===== config.mk =====
export PLATFORM = sky130hd
export DESIGN_NAME = wb_stage_flat
export DESIGN_NICKNAME = d
export VERILOG_FILES = /design/src/rtl/wb_stage_if.sv /design/src/rtl/wb_stage.sv /design/src/flat_wrapper.sv
export SDC_FILE = /design/constraint.sdc
export NUM_CORES = 1
export LEC_CHECK = 0
export CAP_MARGIN = 5
export CORE_MARGIN = 2
export CORE_UTILIZATION = 25
export DETAILED_ROUTE_END_ITERATION = 12
export GPL_TIMING_DRIVEN = 1
export PLACE_DENSITY = 0.49
export SLEW_MARGIN = 20
export SYNTH_ARGS = -nofsm -noshare
export SYNTH_HDL_FRONTEND = slang
export SYNTH_SLANG_ARGS = --single-unit

===== constraint.sdc =====
create_clock -name clk -period 4.53 [get_ports clk]
set_clock_uncertainty 0.2 [all_clocks]
set_input_delay 0.453 -clock clk [delete_from_list [all_inputs] [get_ports clk]]
set_output_delay 0.453 -clock clk [all_outputs]
set_load 0.03 [all_outputs]

===== src/rtl/wb_stage_if.sv =====
// Memory-stage to write-back-stage bundle: valid/allowin handshake plus the
// latched instruction fields. The memory stage is the master, WB the slave.
interface wb_stage_if;
  logic        mem_valid_in;
  logic        wb_allowin_out;
  logic [31:0] mem_pc_in;
  logic [31:0] mem_wbdata_in;
  logic [2:0]  mem_sel_wbdata_in;
  logic [4:0]  mem_lubhw_con_in;
  logic [1:0]  mem_adrl_in;
  logic [2:0]  mem_write_type_in;
  logic [3:0]  mem_llr_we_in;
  logic [4:0]  mem_wnum_in;

  modport master (
    output mem_valid_in, mem_pc_in, mem_wbdata_in, mem_sel_wbdata_in,
    output mem_lubhw_con_in, mem_adrl_in, mem_write_type_in, mem_llr_we_in,
    output mem_wnum_in,
    input  wb_allowin_out
  );

  modport slave (
    input  mem_valid_in, mem_pc_in, mem_wbdata_in, mem_sel_wbdata_in,
    input  mem_lubhw_con_in, mem_adrl_in, mem_write_type_in, mem_llr_we_in,
    input  mem_wnum_in,
    output wb_allowin_out
  );
endinterface


===== src/rtl/wb_stage.sv =====
// Write-back stage: load extraction / LWL-LWR merge, register-file write port,
// forwarding view and retire counter. Optional trace ports: WB_DEBUG_TRACE_EN.
module wb_stage #(
  parameter int DATA_W       = 32,
  parameter int RETIRE_CNT_W = 32
) (
  input  logic                    clk,
  input  logic                    rst,
  wb_stage_if.slave               mem_if,
  input  logic [DATA_W-1:0]       data_sram_rdata,
  output logic [3:0]              rf_we,
  output logic [4:0]              rf_wnum,
  output logic [DATA_W-1:0]       rf_wdata,
  output logic                    wb_fwd_valid,
  output logic [4:0]              wb_fwd_wnum,
  output logic [DATA_W-1:0]       wb_fwd_data,
  output logic [RETIRE_CNT_W-1:0] retire_cnt
`ifdef WB_DEBUG_TRACE_EN
  ,
  output logic [31:0]             debug_wb_pc,
  output logic [3:0]              debug_wb_rf_wen,
  output logic [4:0]              debug_wb_rf_wnum,
  output logic [31:0]             debug_wb_rf_wdata
`endif
);

  function automatic logic [31:0] load_byte(input logic [31:0] w, input logic [1:0] a,
                                            input logic sgn);
    logic [7:0] b;
    case (a)
      2'd0:    b = w[7:0];
      2'd1:    b = w[15:8];
      2'd2:    b = w[23:16];
      2'd3:    b = w[31:24];
      default: b = w[7:0];
    endcase
    load_byte = {{24{sgn & b[7]}}, b};
  endfunction

  // adrl[0] is ignored: misaligned halfword loads never reach this stage.
  function automatic logic [31:0] load_half(input logic [31:0] w, input logic a1,
                                            input logic sgn);
    logic [15:0] h;
    if (a1) begin
      h = w[31:16];
    end else begin
      h = w[15:0];
    end
    load_half = {{16{sgn & h[15]}}, h};
  endfunction

  function automatic logic [31:0] merge_lwl(input logic [31:0] w, input logic [1:0] a);
    logic [1:0] nb;
    nb        = 2'd3 - a;
    merge_lwl = w << {nb, 3'b000};
  endfunction

  function automatic logic [31:0] merge_lwr(input logic [31:0] w, input logic [1:0] a);
    merge_lwr = w >> {a, 3'b000};
  endfunction

  logic                    ready_s;
  logic                    allowin_s;
  logic                    valid_q,   valid_d;
  logic [DATA_W-1:0]       wbdata_q,  wbdata_d;
  logic                    sel_q,     sel_d;
  logic [4:0]              lubhw_q,   lubhw_d;
  logic [1:0]              adrl_q,    adrl_d;
  logic [2:0]              wtype_q,   wtype_d;
  logic [3:0]              llr_we_q,  llr_we_d;
  logic [4:0]              wnum_q,    wnum_d;
  logic [RETIRE_CNT_W-1:0] retire_q,  retire_d;
  logic [DATA_W-1:0]       data_s;
  logic [3:0]              we_raw_s;

  assign ready_s               = 1'b1;
  assign allowin_s             = !valid_q || ready_s;
  assign mem_if.wb_allowin_out = allowin_s;

  // Next-state: valid follows the handshake, fields load only with a valid instruction.
  always_comb begin
    valid_d  = valid_q;
    wbdata_d = wbdata_q;
    sel_d    = sel_q;
    lubhw_d  = lubhw_q;
    adrl_d   = adrl_q;
    wtype_d  = wtype_q;
    llr_we_d = llr_we_q;
    wnum_d   = wnum_q;
    if (allowin_s) begin
      valid_d = mem_if.mem_valid_in;
    end else begin
      valid_d = valid_q;
    end
    if (allowin_s && mem_if.mem_valid_in) begin
      wbdata_d = mem_if.mem_wbdata_in;
      sel_d    = mem_if.mem_sel_wbdata_in[2];
      lubhw_d  = mem_if.mem_lubhw_con_in;
      adrl_d   = mem_if.mem_adrl_in;
      wtype_d  = mem_if.mem_write_type_in;
      llr_we_d = mem_if.mem_llr_we_in;
      wnum_d   = mem_if.mem_wnum_in;
    end else begin
      wbdata_d = wbdata_q;
    end
    if (valid_q) begin
      retire_d = retire_q + {{(RETIRE_CNT_W-1){1'b0}}, 1'b1};
    end else begin
      retire_d = retire_q;
    end
  end

  // Stage registers and retire counter.
  always_ff @(posedge clk or posedge rst) begin
    if (rst) begin
      valid_q  <= 1'b0;
      wbdata_q <= {DATA_W{1'b0}};
      sel_q    <= 1'b0;
      lubhw_q  <= 5'd0;
      adrl_q   <= 2'd0;
      wtype_q  <= 3'd0;
      llr_we_q <= 4'd0;
      wnum_q   <= 5'd0;
      retire_q <= {RETIRE_CNT_W{1'b0}};
    end else begin
      valid_q  <= valid_d;
      wbdata_q <= wbdata_d;
      sel_q    <= sel_d;
      lubhw_q  <= lubhw_d;
      adrl_q   <= adrl_d;
      wtype_q  <= wtype_d;
      llr_we_q <= llr_we_d;
      wnum_q   <= wnum_d;
      retire_q <= retire_d;
    end
  end

  // Write-data selection; the SRAM data belongs to the instruction in WB right now.
  always_comb begin
    data_s = wbdata_q;
    if (sel_q) begin
      data_s = wbdata_q;
    end else if (lubhw_q[0]) begin
      data_s = data_sram_rdata;
    end else if (lubhw_q[1] || lubhw_q[2]) begin
      data_s = load_byte(data_sram_rdata, adrl_q, lubhw_q[1]);
    end else if (lubhw_q[3] || lubhw_q[4]) begin
      data_s = load_half(data_sram_rdata, adrl_q[1], lubhw_q[3]);
    end else if (wtype_q == 3'b010) begin
      data_s = merge_lwl(data_sram_rdata, adrl_q);
    end else if (wtype_q == 3'b011) begin
      data_s = merge_lwr(data_sram_rdata, adrl_q);
    end else begin
      data_s = wbdata_q;
    end
  end

  // Byte enables before gating.
  always_comb begin
    we_raw_s = 4'b0000;
    case (wtype_q)
      3'b001:  we_raw_s = 4'b1111;
      3'b010:  we_raw_s = llr_we_q;
      3'b011:  we_raw_s = llr_we_q;
      default: we_raw_s = 4'b0000;
    endcase
  end

  // Register-file and forwarding outputs, all zero while the stage is empty.
  always_comb begin
    rf_we        = 4'b0000;
    rf_wnum      = 5'd0;
    rf_wdata     = {DATA_W{1'b0}};
    wb_fwd_valid = 1'b0;
    wb_fwd_wnum  = 5'd0;
    wb_fwd_data  = {DATA_W{1'b0}};
    if (valid_q) begin
      if (wnum_q != 5'd0) begin
        rf_we = we_raw_s;
      end else begin
        rf_we = 4'b0000;
      end
      rf_wnum      = wnum_q;
      rf_wdata     = data_s;
      wb_fwd_valid = (rf_we != 4'b0000);
      wb_fwd_wnum  = wnum_q;
      wb_fwd_data  = data_s;
    end else begin
      rf_we = 4'b0000;
    end
  end

  assign retire_cnt = retire_q;

`ifdef WB_DEBUG_TRACE_EN
  logic [31:0] pc_q;

  // PC is only needed for the trace view.
  always_ff @(posedge clk or posedge rst) begin
    if (rst) begin
      pc_q <= 32'd0;
    end else if (allowin_s && mem_if.mem_valid_in) begin
      pc_q <= mem_if.mem_pc_in;
    end else begin
      pc_q <= pc_q;
    end
  end

  assign debug_wb_pc       = valid_q ? pc_q : 32'd0;
  assign debug_wb_rf_wen   = rf_we;
  assign debug_wb_rf_wnum  = rf_wnum;
  assign debug_wb_rf_wdata = rf_wdata;
`endif

endmodule


===== src/flat_wrapper.sv =====
// flat-port wrapper written by rule: the top's interface ports become plain ports
module wb_stage_flat 
#(
  parameter int DATA_W       = 32,
  parameter int RETIRE_CNT_W = 32
)
  (clk, rst, data_sram_rdata, rf_we, rf_wnum, rf_wdata, wb_fwd_valid, wb_fwd_wnum, wb_fwd_data, retire_cnt, mem_if_mem_valid_in, mem_if_mem_pc_in, mem_if_mem_wbdata_in, mem_if_mem_sel_wbdata_in, mem_if_mem_lubhw_con_in, mem_if_mem_adrl_in, mem_if_mem_write_type_in, mem_if_mem_llr_we_in, mem_if_mem_wnum_in, mem_if_wb_allowin_out);
  wb_stage_if mem_if_i ();
  input  logic clk;
  input  logic rst;
  input  logic [DATA_W-1:0] data_sram_rdata;
  output logic [3:0] rf_we;
  output logic [4:0] rf_wnum;
  output logic [DATA_W-1:0] rf_wdata;
  output logic wb_fwd_valid;
  output logic [4:0] wb_fwd_wnum;
  output logic [DATA_W-1:0] wb_fwd_data;
  output logic [RETIRE_CNT_W-1:0] retire_cnt;
  input wire logic [$bits(mem_if_i.mem_valid_in)-1:0] mem_if_mem_valid_in;
  input wire logic [$bits(mem_if_i.mem_pc_in)-1:0] mem_if_mem_pc_in;
  input wire logic [$bits(mem_if_i.mem_wbdata_in)-1:0] mem_if_mem_wbdata_in;
  input wire logic [$bits(mem_if_i.mem_sel_wbdata_in)-1:0] mem_if_mem_sel_wbdata_in;
  input wire logic [$bits(mem_if_i.mem_lubhw_con_in)-1:0] mem_if_mem_lubhw_con_in;
  input wire logic [$bits(mem_if_i.mem_adrl_in)-1:0] mem_if_mem_adrl_in;
  input wire logic [$bits(mem_if_i.mem_write_type_in)-1:0] mem_if_mem_write_type_in;
  input wire logic [$bits(mem_if_i.mem_llr_we_in)-1:0] mem_if_mem_llr_we_in;
  input wire logic [$bits(mem_if_i.mem_wnum_in)-1:0] mem_if_mem_wnum_in;
  output wire logic [$bits(mem_if_i.wb_allowin_out)-1:0] mem_if_wb_allowin_out;
  assign mem_if_i.mem_valid_in = mem_if_mem_valid_in;
  assign mem_if_i.mem_pc_in = mem_if_mem_pc_in;
  assign mem_if_i.mem_wbdata_in = mem_if_mem_wbdata_in;
  assign mem_if_i.mem_sel_wbdata_in = mem_if_mem_sel_wbdata_in;
  assign mem_if_i.mem_lubhw_con_in = mem_if_mem_lubhw_con_in;
  assign mem_if_i.mem_adrl_in = mem_if_mem_adrl_in;
  assign mem_if_i.mem_write_type_in = mem_if_mem_write_type_in;
  assign mem_if_i.mem_llr_we_in = mem_if_mem_llr_we_in;
  assign mem_if_i.mem_wnum_in = mem_if_mem_wnum_in;
  assign mem_if_wb_allowin_out = mem_if_i.wb_allowin_out;
  wb_stage #(.DATA_W(DATA_W), .RETIRE_CNT_W(RETIRE_CNT_W)) u_core (.clk(clk), .rst(rst), .mem_if(mem_if_i), .data_sram_rdata(data_sram_rdata), .rf_we(rf_we), .rf_wnum(rf_wnum), .rf_wdata(rf_wdata), .wb_fwd_valid(wb_fwd_valid), .wb_fwd_wnum(wb_fwd_wnum), .wb_fwd_data(wb_fwd_data), .retire_cnt(retire_cnt));
endmodule

# Yosys cells after proc, flatten, opt, wreduce, memory -nomap -nowiden
# Index checks and enable logic that the tools add are counted.
word_totals:
  reg_bits: 85
  in_bits: 121
  output_inout_bits: 112
  word_cells: 49
op_classes:
  addsub: 2
  n_eq_ne: 6
  n_shift: 2
  muxes: 22
  n_bitwise: 2
  n_reduce_logical: 6
op_table:
  columns: ["cell", "n"]
  rows:
  - ["$mux W32", 7]
  - ["$mux W16", 5]
  - ["$add A32 B1 Y32 const B", 1]
  - ["$pmux W8 S4", 1]
  - ["$shl A32 B5 Y32", 1]
  - ["$shr A32 B5 Y32", 1]
  - ["$mux W8", 3]
  - ["$mux W4", 3]
  - ["$pmux W4 S2", 1]
  - ["$eq A3 B2 Y1 const B", 2]
  - ["$mux W5", 1]
  - ["$reduce_bool A5 Y1", 1]
  - ["$eq A2 B2 Y1 const B", 2]
  - ["$reduce_bool A4 Y1", 1]
  - ["$eq A3 B1 Y1 const B", 1]
  - ["$and A1 B1 Y1", 2]
  - ["$eq A2 B1 Y1 const B", 1]
  - ["$logic_not A2 Y1", 1]
  - ["$logic_or A1 B1 Y1", 2]
  - ["$reduce_or A2 Y1", 1]
  - ["$sub A2 B2 Y2 const A", 1]
  - ["$mux W1", 1]

# Depth between registers and ports, before layout
depth:
  ltp_word: 11
  ltp_mapped: 9

# Worst setup path before layout
# OpenSTA, ideal clock, no wires.
synth_path:
  kind: "reg-to-output"
  startpoint: "register u_core.lubhw_q[1]"
  endpoint: "output port wb_fwd_data[23]"
  t_arrival_ps: 2428
  t_required_ps: 3877
  setup_slack_ps: 1449
  stages_incl_launch_ff: 7
  n_path_buf: 2
  cell_sequence: "dfrtp_1 or2_0 buf_2 a211oi_4 o211ai_1 a211oi_1 buf_4"
synth_between:
  elab_chain_cells: 5
  word_cells_on_any_way: 6
  classes_between: "mux: 4; bitwise: 1; reduce/logical: 1"
synth_rtl:
  columns: ["item", "line", "text"]
  rows:
  - ["start, declared", "wb_stage.sv:67", "logic [4:0] lubhw_q, lubhw_d;"]
  - ["start signal, assigned", "wb_stage.sv:129", "lubhw_q <= lubhw_d;"]
  - ["$and A1 B1 Y1 or $logic_or A1 B1 Y1 (tied branches)", "wb_stage.sv:37, wb_stage.sv:145", null]
  - ["$mux W32 *", "wb_stage.sv:145", "end else if (lubhw_q[1] || lubhw_q[2]) begin"]
  - ["$mux W32 *", "wb_stage.sv:143", "end else if (lubhw_q[0]) begin"]
  - ["$mux W32 *", "wb_stage.sv:141", "if (sel_q) begin"]
  - ["$mux W32 *", null, null]
  - ["end, declared", "flat_wrapper.sv:17", "output logic [DATA_W-1:0] wb_fwd_data;"]
# Mark *: on every way between the ends. The rest lies on a longest branch, timed or not.

# Worst setup path in the final report
layout_path:
  startpoint: "input port data_sram_rdata[15]"
  endpoint: "output port wb_fwd_data[8]"
layout_between:
  elab_chain_cells: 9
layout_rtl:
  columns: ["item", "line", "text"]
  rows:
  - ["start, declared", "flat_wrapper.sv:11", "input logic [DATA_W-1:0] data_sram_rdata;"]
  - ["$pmux W8 S4", "wb_stage.sv:30", "case (a)"]
  - ["$mux W8", "wb_stage.sv:145", null]
  - ["$mux W8", "wb_stage.sv:143", null]
  - ["$mux W8", "wb_stage.sv:141", null]
  - ["$and A1 B1 Y1", "wb_stage.sv:37", "load_byte = {{24{sgn & b[7]}}, b};"]
  - ["$mux W32", "wb_stage.sv:145", null]
  - ["$mux W32", "wb_stage.sv:143", null]
  - ["$mux W32", "wb_stage.sv:141", null]
  - ["$mux W32", "wb_stage.sv:177", "if (valid_q) begin"]
# No other way between the ends. The select of a mux whose other input is x is not followed.

==> key figures <==
Power and ir drop
  – Total power: 2.830 mW
  – Pwr dens: 330.7 nW/µm²
  – Sw Pwr: 1.122 mW
  – Clk pwr share: 27.6%
  – Max VDD drop: 0.0001778 V
  – Leakage: 3.309 nW
  – Sw Share: 39.63%
  – Register share of total power: 33.1%
  – Internal cell power: 1.708 mW
  – Logic pwr share: 39.4%

Floorplan
  – Io pins: 233
  – Row Count: 57
  – Die Span Y: 161.3 µm
  – Chip Width: 161.3 µm
  – Initial core utilization: 25.43%
  – Core region area: 24320 µm²
  – Die ar.: 26010 µm²

Cells and area
  – Post-route cell area: 8556 µm²
  – Non-filler instance count after layout: 1147
  – Fin util: 35.18%
  – # nets final: 938
  – Share of cells above drive strength 1: 15.35%
  – Area grow syn2layout: 38.34%

Route
  – Via Count: 5970
  – Drt first pass iters: 6
  – Avg WL per Cell: 20.07 µm
  – Routed WL: 23020 µm
  – Initial DRC count: 410
  – DRT antenna net count: 0
  – Vias/cell: 5.205
  – DRC: 0

Timing
  – Final-report setup violation count: 0
  – Setup ws final: 0.4953 ns
  – RSZ-0062 raised after global routing: false
  – WHS: 0.2168 ns
  – Fin crit period: 4.035 ns
  – Max Slew Vio Count: 0
  – Hold Violations, Final: 0
  – Least-Margin Pin Slew: 0.7929 ns
  – Slew headroom: 47.14%
  – F_max: 247.9 MHz
  – TNS Setup: 0 ns
  – Final worst path period share: 89.07%

Clocking
  – Htree depth: 3
  – Number of gates resized after CTS: 0
  – Sink Count: 85
  – Total CTS buffers: 9
  – Worst-case clock buffer depth: 2
  – Setup Buffers After CTS: 0
  – CTS tree: yes
  – CTS root buf: clkbuf_16
  – # hold bufs at CTS: 0
  – Worst-Skew Late Latency: 0.36 ns
  – CTS clk-pin slew, worst paths: 0.08 ns

Worst setup path
  – Worst Reg-to-Reg Cells: 7
  – CP startpoint kind: input pin
  – CP Data Arrival Time: 3.38 ns
  – R2R Path Start: u_core.valid_q
  – CP max FO: 6
  – Crit path required time: 3.88 ns
  – Critical path class: in2out
  – Worst setup EP type: output port
  – Crit path from: data_sram_rdata[15]

Yosys
  – Yosys Warn Count: 0
  – Gate Count Post-Synth: 672
  – Mapped Area: 6185 µm²
  – Post-Syn Nets: 794
  – Post-synthesis average cell area: 9.203 µm²
  – Synth async-reset ratio: 100.0%
  – Number of flops mapped to enable cells by yosys: 0
  – Library cells used by synthesis: 63
  – Seq cells post-synth: 85
  – Seq/Total Area, Yosys: 34.39%
  – Ys flop type: dfrtp_1

Placed design
  – Port Buffers: 197
  – GP Congestion: 0.8809
  – Placed insts: 1129
  – Post-DP HPWL: 16940 µm
  – Dpl ws: 0.5683 ns
  – Post-Place Cell Area: 8239 µm²

Worst hold path
  – Worst hold path type: in2async

GRT
  – First-pass GRT wire length: 35590 µm
  – Total global routing overflow: 0
  – GRT Overall Usage: 17.63%
  – Pin count of the biggest net entering global routing: 41
  – Initial antenna violation count: 5
  – Vias in the first global route: 5897

Job
  – Max-cap viol count: 0

Run status
  – Status: finished, final reports clean
-- registers in the layout (all words and copies together) (netlist names) --
| name | flops |
|---|---|
| u_core.retire_cnt | 32 |
| u_core.wbdata_q | 32 |
| u_core.lubhw_q | 5 |
| u_core.wnum_q | 5 |
| u_core.llr_we_q | 4 |
| u_core.wtype_q | 3 |
| u_core.adrl_q | 2 |
| u_core.sel_q | 1 |
| u_core.valid_q | 1 |
-- layout by cell type, fill, tap and decap left out, types with 8 or more instances in the layout --
cell and n:
nor2_1 35, a22oi_1 12, clkbuf_16 9, nand3_1 18, a31oi_1 17, o211ai_1 9
o221ai_1 16, buf_4 26, xnor2_1 19, nand2_1 45, mux2i_1 19, o21ai_0 43
a21oi_1 49, clkdlybuf4s50_1 196, and3_1 14, dfrtp_1 85, xor2_1 12, mux2_2 69
nand2b_1 8
-- final timing paths --
check | to | slack, ns
worst max-delay path | wb_fwd_data[8] | 0.50
worst min-delay path | u_core.retire_cnt[2] | 0.22
worst max register to register | u_core.retire_cnt[17] | 1.84
worst min register to register | u_core.retire_cnt[31] | 0.29
max in group asynchronous | u_core.wtype_q[0] | 3.07
min in group clk | u_core.retire_cnt[31] | 0.29
-- cell type report --
type	count	area, µm²
inverter	8	31.28
fill	2543	15760
clock inverter	7	86.33
sequential	85	2127
tap	324	405.4
timing repair buffer	223	2162
clock buffer	9	225.2
multi-input combinational	489	3513
antenna	2	5.005
-- synth_stat cells (all sizes together) (8+ instances only) --
| cell | n | area share, % |
|---|---|---|
| a21oi | 50 | 4.1 |
| a22oi | 12 | 1.5 |
| a31oi | 18 | 1.9 |
| and2 | 8 | 0.85 |
| and3 | 14 | 1.4 |
| buf | 56 | 6.3 |
| clkbuf | 34 | 2.1 |
| dfrtp | 85 | 34 |
| mux2 | 70 | 13 |
| mux2i | 19 | 3.1 |
| nand2 | 45 | 2.7 |
| nand2b | 8 | 0.81 |
| nand3 | 18 | 1.5 |
| nor2 | 35 | 2.1 |
| nor3 | 8 | 0.83 |
| o211ai | 9 | 1.1 |
| o21ai | 43 | 3.5 |
| o221ai | 17 | 2.5 |
| xnor2 | 19 | 2.7 |
| xor2 | 12 | 1.7 |
-- power groups by stage --
stage | Sequential, mW | Clock, mW | Combinational [mW]
finish | 0.936 | 0.780 | 1.11
global route | 0.950 | 0.850 | 1.19
CTS | 0.935 | 0.819 | 1.11
detailed placement | 0.948 | 0 | 1.11
global placement | 0.950 | 0 | 1.11
floorplan | 0.970 | 0 | 0.665
-- metal layers --
metal	track usage [%]	routed length (µm)	vias up
met4	6.006	593	4
li1	-	-	2756
met1	23.31	10150	2921
met5	0	24	-
met2	27.78	10510	251
met3	4.879	1741	38
-- critical path, stage by stage --
cell	delay, ns
clkdlybuf4s50_1	0.62
mux4_2	0.37
nand2_1	0.18
a21oi_2	0.33
buf_4	0.22
a31oi_1	0.11
a21oi_1	0.34
clkdlybuf4s50_1	0.75
-- kinds of logic after synthesis --
group                    synth area share [%]
adder cells (fa/ha/maj)                0.2023
AO/OA/AOI/OAI                           21.18
multiplexers                            16.97
flip-flops                              34.39
buffers and inverters                   8.841
other                                 0.06063
XOR/XNOR                                4.390
AND/OR/NAND/NOR                         13.96
Note: power is estimated with default switching activity, not from simulation.
